<file path="src/rtl/pipe_pkg.sv">
// Shared widths, forward-select encodings and register bundles for the
// IF/ID and ID/EX pipeline registers.
package pipe_pkg;
  localparam int XLEN   = 32;
  localparam int REG_W  = 5;
  localparam int CTRL_W = 8;
  localparam int CNT_W  = 16;

  typedef logic [1:0] fwd_t;
  localparam fwd_t FWD_RF = 2'b00;
  localparam fwd_t FWD_W  = 2'b01;
  localparam fwd_t FWD_M  = 2'b10;

  typedef struct packed {
    logic [XLEN-1:0] instr;
    logic [XLEN-1:0] pcplus4;
    logic            valid;
  } ifid_t;

  typedef struct packed {
    logic [CTRL_W-1:0] ctrl;
    logic [REG_W-1:0]  rs;
    logic [REG_W-1:0]  rt;
    logic [REG_W-1:0]  rd;
    logic [XLEN-1:0]   rd1;
    logic [XLEN-1:0]   rd2;
    logic [XLEN-1:0]   imm;
    logic              valid;
  } idex_t;
endpackage

</file>
<file path="src/rtl/pipe_de_regs_if.sv">
// Hazard controls, decode-side data and registered/forwarded results of the
// decode/execute pipeline register block.
interface pipe_de_regs_if;
  import pipe_pkg::*;

  logic                   Stall, Flush, PCSrcD, ClrCnt;
  logic                   ForwardAD, ForwardBD;
  fwd_t                   ForwardAE, ForwardBE;
  logic [XLEN-1:0]        InstrF, PCPlus4F;
  logic [XLEN-1:0]        InstrD, PCPlus4D;
  logic                   ValidD, ValidE;
  logic [XLEN-1:0]        RD1D, RD2D, SignImmD;
  logic [CTRL_W-1:0]      CtrlD;
  logic [REG_W-1:0]       rsD, rtD, rdD;
  logic [XLEN-1:0]        ALUOutM, ResultW;
  logic                   EqualD;
  logic [CTRL_W-1:0]      CtrlE;
  logic [REG_W-1:0]       rsE, rtE, rdE;
  logic [XLEN-1:0]        RD1E, RD2E, SignImmE;
  logic [XLEN-1:0]        SrcAE, WriteDataE;
  logic [CNT_W-1:0]       StallCnt, FlushCnt;

  modport master (
    output Stall, Flush, PCSrcD, ClrCnt, ForwardAD, ForwardBD, ForwardAE, ForwardBE,
           InstrF, PCPlus4F, RD1D, RD2D, SignImmD, CtrlD, rsD, rtD, rdD, ALUOutM, ResultW,
    input  InstrD, PCPlus4D, ValidD, ValidE, EqualD, CtrlE, rsE, rtE, rdE,
           RD1E, RD2E, SignImmE, SrcAE, WriteDataE, StallCnt, FlushCnt
  );

  modport slave (
    input  Stall, Flush, PCSrcD, ClrCnt, ForwardAD, ForwardBD, ForwardAE, ForwardBE,
           InstrF, PCPlus4F, RD1D, RD2D, SignImmD, CtrlD, rsD, rtD, rdD, ALUOutM, ResultW,
    output InstrD, PCPlus4D, ValidD, ValidE, EqualD, CtrlE, rsE, rtE, rdE,
           RD1E, RD2E, SignImmE, SrcAE, WriteDataE, StallCnt, FlushCnt
  );
endinterface

</file>
<file path="src/rtl/pipe_reg.sv">
// Generic pipeline register: clear beats enable; async reset to zero.
module pipe_reg #(
  parameter int DATA_W = 32
) (
  input  logic              clk,
  input  logic              rst,
  input  logic              en,
  input  logic              clr,
  input  logic [DATA_W-1:0] d,
  output logic [DATA_W-1:0] q
);
  always_ff @(posedge clk or posedge rst) begin
    if (rst)
      q <= '0;
    else if (clr)
      q <= '0;
    else if (en)
      q <= d;
  end
endmodule

</file>
<file path="src/rtl/pipe_de_regs.sv">
// IF/ID and ID/EX pipeline registers with decode/execute forwarding muxes
// and saturating stall/flush event counters.
module pipe_de_regs
  import pipe_pkg::*;
(
  input logic          clk,
  input logic          rst,
  pipe_de_regs_if.slave bus
);
  function automatic logic [CNT_W-1:0] sat_inc(input logic [CNT_W-1:0] v);
    return (v == '1) ? v : v + 1'b1;
  endfunction

  function automatic logic [XLEN-1:0] fwd_mux(input fwd_t sel, input logic [XLEN-1:0] rf,
                                              input logic [XLEN-1:0] w, input logic [XLEN-1:0] m);
    case (sel)
      FWD_W:   return w;
      FWD_M:   return m;
      default: return rf;
    endcase
  endfunction

  ifid_t ifid_p0_d, ifid_p0;
  idex_t idex_p1_d, idex_p1;
  logic  ifid_en, ifid_clr, flush_evt;
  logic [XLEN-1:0] cmp_a, cmp_b;
  logic [CNT_W-1:0] stall_cnt, flush_cnt;

  // IF/ID stage: a stall freezes the register, so a branch squash only lands when not stalled
  assign ifid_en   = ~bus.Stall;
  assign ifid_clr  = bus.PCSrcD & ~bus.Stall;
  assign ifid_p0_d = '{instr: bus.InstrF, pcplus4: bus.PCPlus4F, valid: 1'b1};

  pipe_reg #(.DATA_W($bits(ifid_t))) u_ifid (
    .clk(clk), .rst(rst), .en(ifid_en), .clr(ifid_clr), .d(ifid_p0_d), .q(ifid_p0)
  );

  assign bus.InstrD   = ifid_p0.instr;
  assign bus.PCPlus4D = ifid_p0.pcplus4;
  assign bus.ValidD   = ifid_p0.valid;

  assign cmp_a      = bus.ForwardAD ? bus.ALUOutM : bus.RD1D;
  assign cmp_b      = bus.ForwardBD ? bus.ALUOutM : bus.RD2D;
  assign bus.EqualD = (cmp_a == cmp_b);

  // ID/EX stage: always advances; Flush turns it into a bubble
  assign idex_p1_d = '{ctrl: bus.CtrlD, rs: bus.rsD, rt: bus.rtD, rd: bus.rdD,
                       rd1: bus.RD1D, rd2: bus.RD2D, imm: bus.SignImmD, valid: ifid_p0.valid};

  pipe_reg #(.DATA_W($bits(idex_t))) u_idex (
    .clk(clk), .rst(rst), .en(1'b1), .clr(bus.Flush), .d(idex_p1_d), .q(idex_p1)
  );

  assign bus.CtrlE    = idex_p1.ctrl;
  assign bus.rsE      = idex_p1.rs;
  assign bus.rtE      = idex_p1.rt;
  assign bus.rdE      = idex_p1.rd;
  assign bus.RD1E     = idex_p1.rd1;
  assign bus.RD2E     = idex_p1.rd2;
  assign bus.SignImmE = idex_p1.imm;
  assign bus.ValidE   = idex_p1.valid;

  assign bus.SrcAE      = fwd_mux(bus.ForwardAE, idex_p1.rd1, bus.ResultW, bus.ALUOutM);
  assign bus.WriteDataE = fwd_mux(bus.ForwardBE, idex_p1.rd2, bus.ResultW, bus.ALUOutM);

  // Event counters: a squash and a flush in the same cycle still count once
  assign flush_evt = bus.Flush | (bus.PCSrcD & ~bus.Stall);

  always_ff @(posedge clk or posedge rst) begin
    if (rst) begin
      stall_cnt <= '0;
      flush_cnt <= '0;
    end else if (bus.ClrCnt) begin
      stall_cnt <= '0;
      flush_cnt <= '0;
    end else begin
      if (bus.Stall) stall_cnt <= sat_inc(stall_cnt);
      if (flush_evt) flush_cnt <= sat_inc(flush_cnt);
    end
  end

  assign bus.StallCnt = stall_cnt;
  assign bus.FlushCnt = flush_cnt;
endmodule

</file>
<file path="src/flat_wrapper.sv">
// flat-port wrapper written by rule: the top's interface ports become plain ports
module pipe_de_regs_flat import pipe_pkg::*;
  (clk, rst, bus_Stall, bus_Flush, bus_PCSrcD, bus_ClrCnt, bus_ForwardAD, bus_ForwardBD, bus_ForwardAE, bus_ForwardBE, bus_InstrF, bus_PCPlus4F, bus_RD1D, bus_RD2D, bus_SignImmD, bus_CtrlD, bus_rsD, bus_rtD, bus_rdD, bus_ALUOutM, bus_ResultW, bus_InstrD, bus_PCPlus4D, bus_ValidD, bus_ValidE, bus_EqualD, bus_CtrlE, bus_rsE, bus_rtE, bus_rdE, bus_RD1E, bus_RD2E, bus_SignImmE, bus_SrcAE, bus_WriteDataE, bus_StallCnt, bus_FlushCnt);
  pipe_de_regs_if bus_i ();
  input logic clk;
  input logic rst;
  input wire logic [$bits(bus_i.Stall)-1:0] bus_Stall;
  input wire logic [$bits(bus_i.Flush)-1:0] bus_Flush;
  input wire logic [$bits(bus_i.PCSrcD)-1:0] bus_PCSrcD;
  input wire logic [$bits(bus_i.ClrCnt)-1:0] bus_ClrCnt;
  input wire logic [$bits(bus_i.ForwardAD)-1:0] bus_ForwardAD;
  input wire logic [$bits(bus_i.ForwardBD)-1:0] bus_ForwardBD;
  input wire logic [$bits(bus_i.ForwardAE)-1:0] bus_ForwardAE;
  input wire logic [$bits(bus_i.ForwardBE)-1:0] bus_ForwardBE;
  input wire logic [$bits(bus_i.InstrF)-1:0] bus_InstrF;
  input wire logic [$bits(bus_i.PCPlus4F)-1:0] bus_PCPlus4F;
  input wire logic [$bits(bus_i.RD1D)-1:0] bus_RD1D;
  input wire logic [$bits(bus_i.RD2D)-1:0] bus_RD2D;
  input wire logic [$bits(bus_i.SignImmD)-1:0] bus_SignImmD;
  input wire logic [$bits(bus_i.CtrlD)-1:0] bus_CtrlD;
  input wire logic [$bits(bus_i.rsD)-1:0] bus_rsD;
  input wire logic [$bits(bus_i.rtD)-1:0] bus_rtD;
  input wire logic [$bits(bus_i.rdD)-1:0] bus_rdD;
  input wire logic [$bits(bus_i.ALUOutM)-1:0] bus_ALUOutM;
  input wire logic [$bits(bus_i.ResultW)-1:0] bus_ResultW;
  output wire logic [$bits(bus_i.InstrD)-1:0] bus_InstrD;
  output wire logic [$bits(bus_i.PCPlus4D)-1:0] bus_PCPlus4D;
  output wire logic [$bits(bus_i.ValidD)-1:0] bus_ValidD;
  output wire logic [$bits(bus_i.ValidE)-1:0] bus_ValidE;
  output wire logic [$bits(bus_i.EqualD)-1:0] bus_EqualD;
  output wire logic [$bits(bus_i.CtrlE)-1:0] bus_CtrlE;
  output wire logic [$bits(bus_i.rsE)-1:0] bus_rsE;
  output wire logic [$bits(bus_i.rtE)-1:0] bus_rtE;
  output wire logic [$bits(bus_i.rdE)-1:0] bus_rdE;
  output wire logic [$bits(bus_i.RD1E)-1:0] bus_RD1E;
  output wire logic [$bits(bus_i.RD2E)-1:0] bus_RD2E;
  output wire logic [$bits(bus_i.SignImmE)-1:0] bus_SignImmE;
  output wire logic [$bits(bus_i.SrcAE)-1:0] bus_SrcAE;
  output wire logic [$bits(bus_i.WriteDataE)-1:0] bus_WriteDataE;
  output wire logic [$bits(bus_i.StallCnt)-1:0] bus_StallCnt;
  output wire logic [$bits(bus_i.FlushCnt)-1:0] bus_FlushCnt;
  assign bus_i.Stall = bus_Stall;
  assign bus_i.Flush = bus_Flush;
  assign bus_i.PCSrcD = bus_PCSrcD;
  assign bus_i.ClrCnt = bus_ClrCnt;
  assign bus_i.ForwardAD = bus_ForwardAD;
  assign bus_i.ForwardBD = bus_ForwardBD;
  assign bus_i.ForwardAE = bus_ForwardAE;
  assign bus_i.ForwardBE = bus_ForwardBE;
  assign bus_i.InstrF = bus_InstrF;
  assign bus_i.PCPlus4F = bus_PCPlus4F;
  assign bus_i.RD1D = bus_RD1D;
  assign bus_i.RD2D = bus_RD2D;
  assign bus_i.SignImmD = bus_SignImmD;
  assign bus_i.CtrlD = bus_CtrlD;
  assign bus_i.rsD = bus_rsD;
  assign bus_i.rtD = bus_rtD;
  assign bus_i.rdD = bus_rdD;
  assign bus_i.ALUOutM = bus_ALUOutM;
  assign bus_i.ResultW = bus_ResultW;
  assign bus_InstrD = bus_i.InstrD;
  assign bus_PCPlus4D = bus_i.PCPlus4D;
  assign bus_ValidD = bus_i.ValidD;
  assign bus_ValidE = bus_i.ValidE;
  assign bus_EqualD = bus_i.EqualD;
  assign bus_CtrlE = bus_i.CtrlE;
  assign bus_rsE = bus_i.rsE;
  assign bus_rtE = bus_i.rtE;
  assign bus_rdE = bus_i.rdE;
  assign bus_RD1E = bus_i.RD1E;
  assign bus_RD2E = bus_i.RD2E;
  assign bus_SignImmE = bus_i.SignImmE;
  assign bus_SrcAE = bus_i.SrcAE;
  assign bus_WriteDataE = bus_i.WriteDataE;
  assign bus_StallCnt = bus_i.StallCnt;
  assign bus_FlushCnt = bus_i.FlushCnt;
  pipe_de_regs u_core (.clk(clk), .rst(rst), .bus(bus_i));
endmodule
</file>
<file path="config.mk">
export PLATFORM = sky130hd
export DESIGN_NAME = pipe_de_regs_flat
export DESIGN_NICKNAME = d
export VERILOG_FILES = /design/src/rtl/pipe_pkg.sv /design/src/rtl/pipe_de_regs_if.sv /design/src/rtl/pipe_reg.sv /design/src/rtl/pipe_de_regs.sv /design/src/flat_wrapper.sv
export SDC_FILE = /design/constraint.sdc
export NUM_CORES = 1
export LEC_CHECK = 0
export ABC_CLOCK_PERIOD_IN_PS = 9800
export CAP_MARGIN = 20
export CORE_ASPECT_RATIO = 1.25
export CORE_MARGIN = 1
export CORE_UTILIZATION = 25
export CTS_CLUSTER_DIAMETER = 120
export DETAILED_ROUTE_END_ITERATION = 16
export HOLD_SLACK_MARGIN = 0.06
export PLACE_DENSITY = 0.57
export SYNTH_ARGS = -nofsm -noshare
export SYNTH_HDL_FRONTEND = slang
export SYNTH_HIERARCHICAL = 1
export SYNTH_SLANG_ARGS = --single-unit
</file>
<file path="constraint.sdc">
create_clock -name clk -period 9.8 [get_ports clk]
set_input_delay 1.96 -clock clk [delete_from_list [all_inputs] [get_ports clk]]
set_output_delay 1.96 -clock clk [all_outputs]
set_load 0.05 [all_outputs]
</file>
==> results.yml <==
sta:
  slew_headroom_pct: 34.0
  skew_ns: 0.00653
  worstMarginPinSlew_ns: 0.991
  setup_tns_ns: 0
  clock.fmax_mhz: 142
  finalMaxSlewViolations: 0
  hold_viol: 0
  min_period_over_period_pct: 72.0
  setup-violations-final: 0
  finalWorstSetupSlack_ns: 2.74
  rsz0062_at_grt: "no"
  post-route-min-period_ns: 7.06
floorplanning:
  core_area_mm2: 0.0474
  row_count: 89
  die_h_um: 248
  die_x_um: 198
  io_pins: 541
  start_util_pct: 25.4
  fp.dieArea_mm2: 0.0491
pwr:
  report.power.total_uw: 2870
  ir_drop_uv: 138
  p_per_area_mw_per_mm2: 154
  leakagePower_uw: 0.00821
worst_setup_path:
  critPathBufInv: 3
  path_cells: "buf_2 > buf_4 > nand2_1 > o21ai_0 > o22ai_1 > nor4_1 > and4_1 > clkdlybuf4s50_1"
  arrival_ns: 5.10
  reg2reg_depth: 6
  critPathKind: "in -> out"
  cp_max_fo: 66
  max_stage_delay_ns: 0.82
  path_depth: 8
  crit_family: "buffers and inverters"
  slowest_stage: "clkdlybuf4s50_1"
  startpoint_type: "input pin"
  worst_setup_path_end_kind: "output port"
  critPathLaunch: "bus_ForwardBD"
  r2r-start: "u_core/bus.StallCnt[3]"
  worstPathRequired_ns: 7.84
cells_and_area:
  layout.cells.non_filler: 2407
  nets: 2014
  nFillCells: 4779
  seqCellArea_mm2: 0.00543
  mostFrequentLayoutCell: "clkdlybuf4s50_1"
  mostFrequentLayoutCells: "clkdlybuf4s50_1 (537), nor2_1 (220), dfrtp_1 (217), mux2i_1 (186), o21ai_0 (98)"
  area_delta_synth_final_pct: 54.7
  drive_gt1_share_pct: 4.18
  multi_input_area_mm2: 0.00573
placement:
  dp.cells: 2356
  port_buffers: 540
  dp_slack_ns: 2.31
  gp_congestion: 0.849
  hpwl_mm: 36.5
run:
  cap_violations: 0
cts:
  cts_hold_buf: 0
  cts_setup_buffers: 0
  cts_root_buf: "clkbuf_16"
  htreeDepth: 1
  ctsLongestPathBuffers: 3
  cts_tree: "built"
  clock_sinks: 217
  clk_pin_slew_worst_paths_ns: 0.06
  ctsResizeCount: 0
  worstSkewPairLatency_ns: 0.54
  cts_inserted_buffers: 26
routing:
  drt-pass1-iter-count: 5
  post-route-drc-count: 0
  vias: 11500
  via_per_inst: 4.79
  drtIter0Drc: 575
  ant_nets: 0
  routedWlPerCell_um: 20.8
  routed_wl_mm: 50.2
worst_hold_path:
  holdPathStages: 2
  hp-start: "u_core/u_ifid/q[40]"
  hold_class: "reg -> reg"
synthesis:
  avgSynthCellArea_um2: 9.60
  synthesis.instances: 1256
  synth-seq-area-share_pct: 45.0
  ys_types: 35
  synth_warnings: 6
  synth_seq_cells: 217
  syn_area_mm2: 0.0121
global_routing:
  antenna_found_initial: 1
  first_global_vias: 11600
  grt_overflow: 0
  grt_pass1_wl_mm: 72.3
  grt_max_degree: 121
  grt_usage_pct: 19.4
run_status:
  outcome: "finished, final reports clean"
==> report_power, final <==
part | internal [uW] | switching, uW
clock network | 601 | 406
registers | 951 | 40.5
logic | 320 | 551
==> Yosys cell counts, drive strengths merged <==
| cell | instances | share of area, % |
|---|---|---|
| nor4 | 4 | 0.21 |
| o22ai | 16 | 0.83 |
| inv | 73 | 2.3 |
| conb | 1 | 0.031 |
| mux2i | 186 | 15 |
| nand3 | 16 | 0.66 |
| buf | 39 | 3.7 |
| nand4 | 5 | 0.26 |
| a221oi | 32 | 2.3 |
| xnor2 | 7 | 0.51 |
| nor3 | 1 | 0.041 |
| o2111ai | 1 | 0.073 |
| and3 | 9 | 0.51 |
| a21oi | 34 | 1.4 |
| nand2 | 78 | 2.4 |
| a31oi | 1 | 0.052 |
| a22oi | 96 | 6.0 |
| a311oi | 2 | 0.34 |
| o21ai | 98 | 4.1 |
| nor2 | 220 | 6.9 |
| or2 | 1 | 0.052 |
| a2111oi | 1 | 0.23 |
| ha | 6 | 0.62 |
| clkbuf | 51 | 1.6 |
| and4 | 6 | 0.48 |
| xor2 | 54 | 3.9 |
| nor2b | 1 | 0.052 |
| dfrtp | 217 | 45 |
==> cell families after synthesis <==
group / Yosys count / synth area share, %
AO/OA/AOI/OAI: 281 / 15.3
buffers and inverters: 163 / 7.57
AND/OR/NAND/NOR: 341 / 11.5
other: 1 / 0.0311
flip-flops: 217 / 45.0
multiplexers: 186 / 15.4
XOR/XNOR: 61 / 4.43
adder cells (fa/ha/maj): 6 / 0.623
==> path summary, 6_finish.rpt <==
check,slack (ns),endpoint
worst max-delay path,2.74,bus_EqualD
worst min-delay path,0.52,u_core/u_ifid/q[40]
worst max register to register,7.91,u_core/bus.StallCnt[9]
worst min register to register,0.52,u_core/u_ifid/q[40]
max in group asynchronous,6.51,u_core/u_idex/q[72]
min in group asynchronous,1.96,u_core/u_idex/q[103]
==> flip-flops by register name, indices dropped and copies added, names as in the netlist <==
signal / flops
u_core/u_idex/q: 120
u_core/u_ifid/q: 65
u_core/bus.FlushCnt: 16
u_core/bus.StallCnt: 16
==> worst min-delay path, stage by stage (launching register included) <==
cell	delay, ns
dfrtp_1	0.34
mux2i_1	0.07
nor2_1	0.08
==> metal layers <==
| metal | up-vias | routed length [um] | part of all wire (%) | global-route usage (%) |
|---|---|---|---|---|
| met5 | - | 10 | 0.020 | 0 |
| met3 | 83 | 4850 | 9.7 | 5.95 |
| met4 | 2 | 1590 | 3.2 | 6.77 |
| met2 | 525 | 25200 | 50 | 35.1 |
| met1 | 5553 | 18500 | 37 | 21.3 |
| li1 | 5360 | - | - | - |
==> area by class of cell <==
type / instances / area share, %
Inverter: 73 / 1.50
Timing Repair Buffer: 554 / 29.6
Sequential cell: 217 / 29.1
Clock inverter: 11 / 0.617
Tap cell: 637 / 4.27
Multi-Input combinational cell: 877 / 30.7
Antenna cell: 1 / 0.0134
Clock buffer: 37 / 4.15
==> stage by stage <==
stage | instance area (um2) | util (%) | hold WS, ns
finish | 18700 | 39.3 | 0.519
global route | 18700 | 39.3 | 0.543
CTS | 18600 | 39.2 | 0.524
detailed placement | 17700 | 37.4 | 0.510
global placement | 17700 | 37.3 | 0.501
floorplan | 12100 | - | 0.780
No activity file was read; power rests on OpenSTA's default activity.
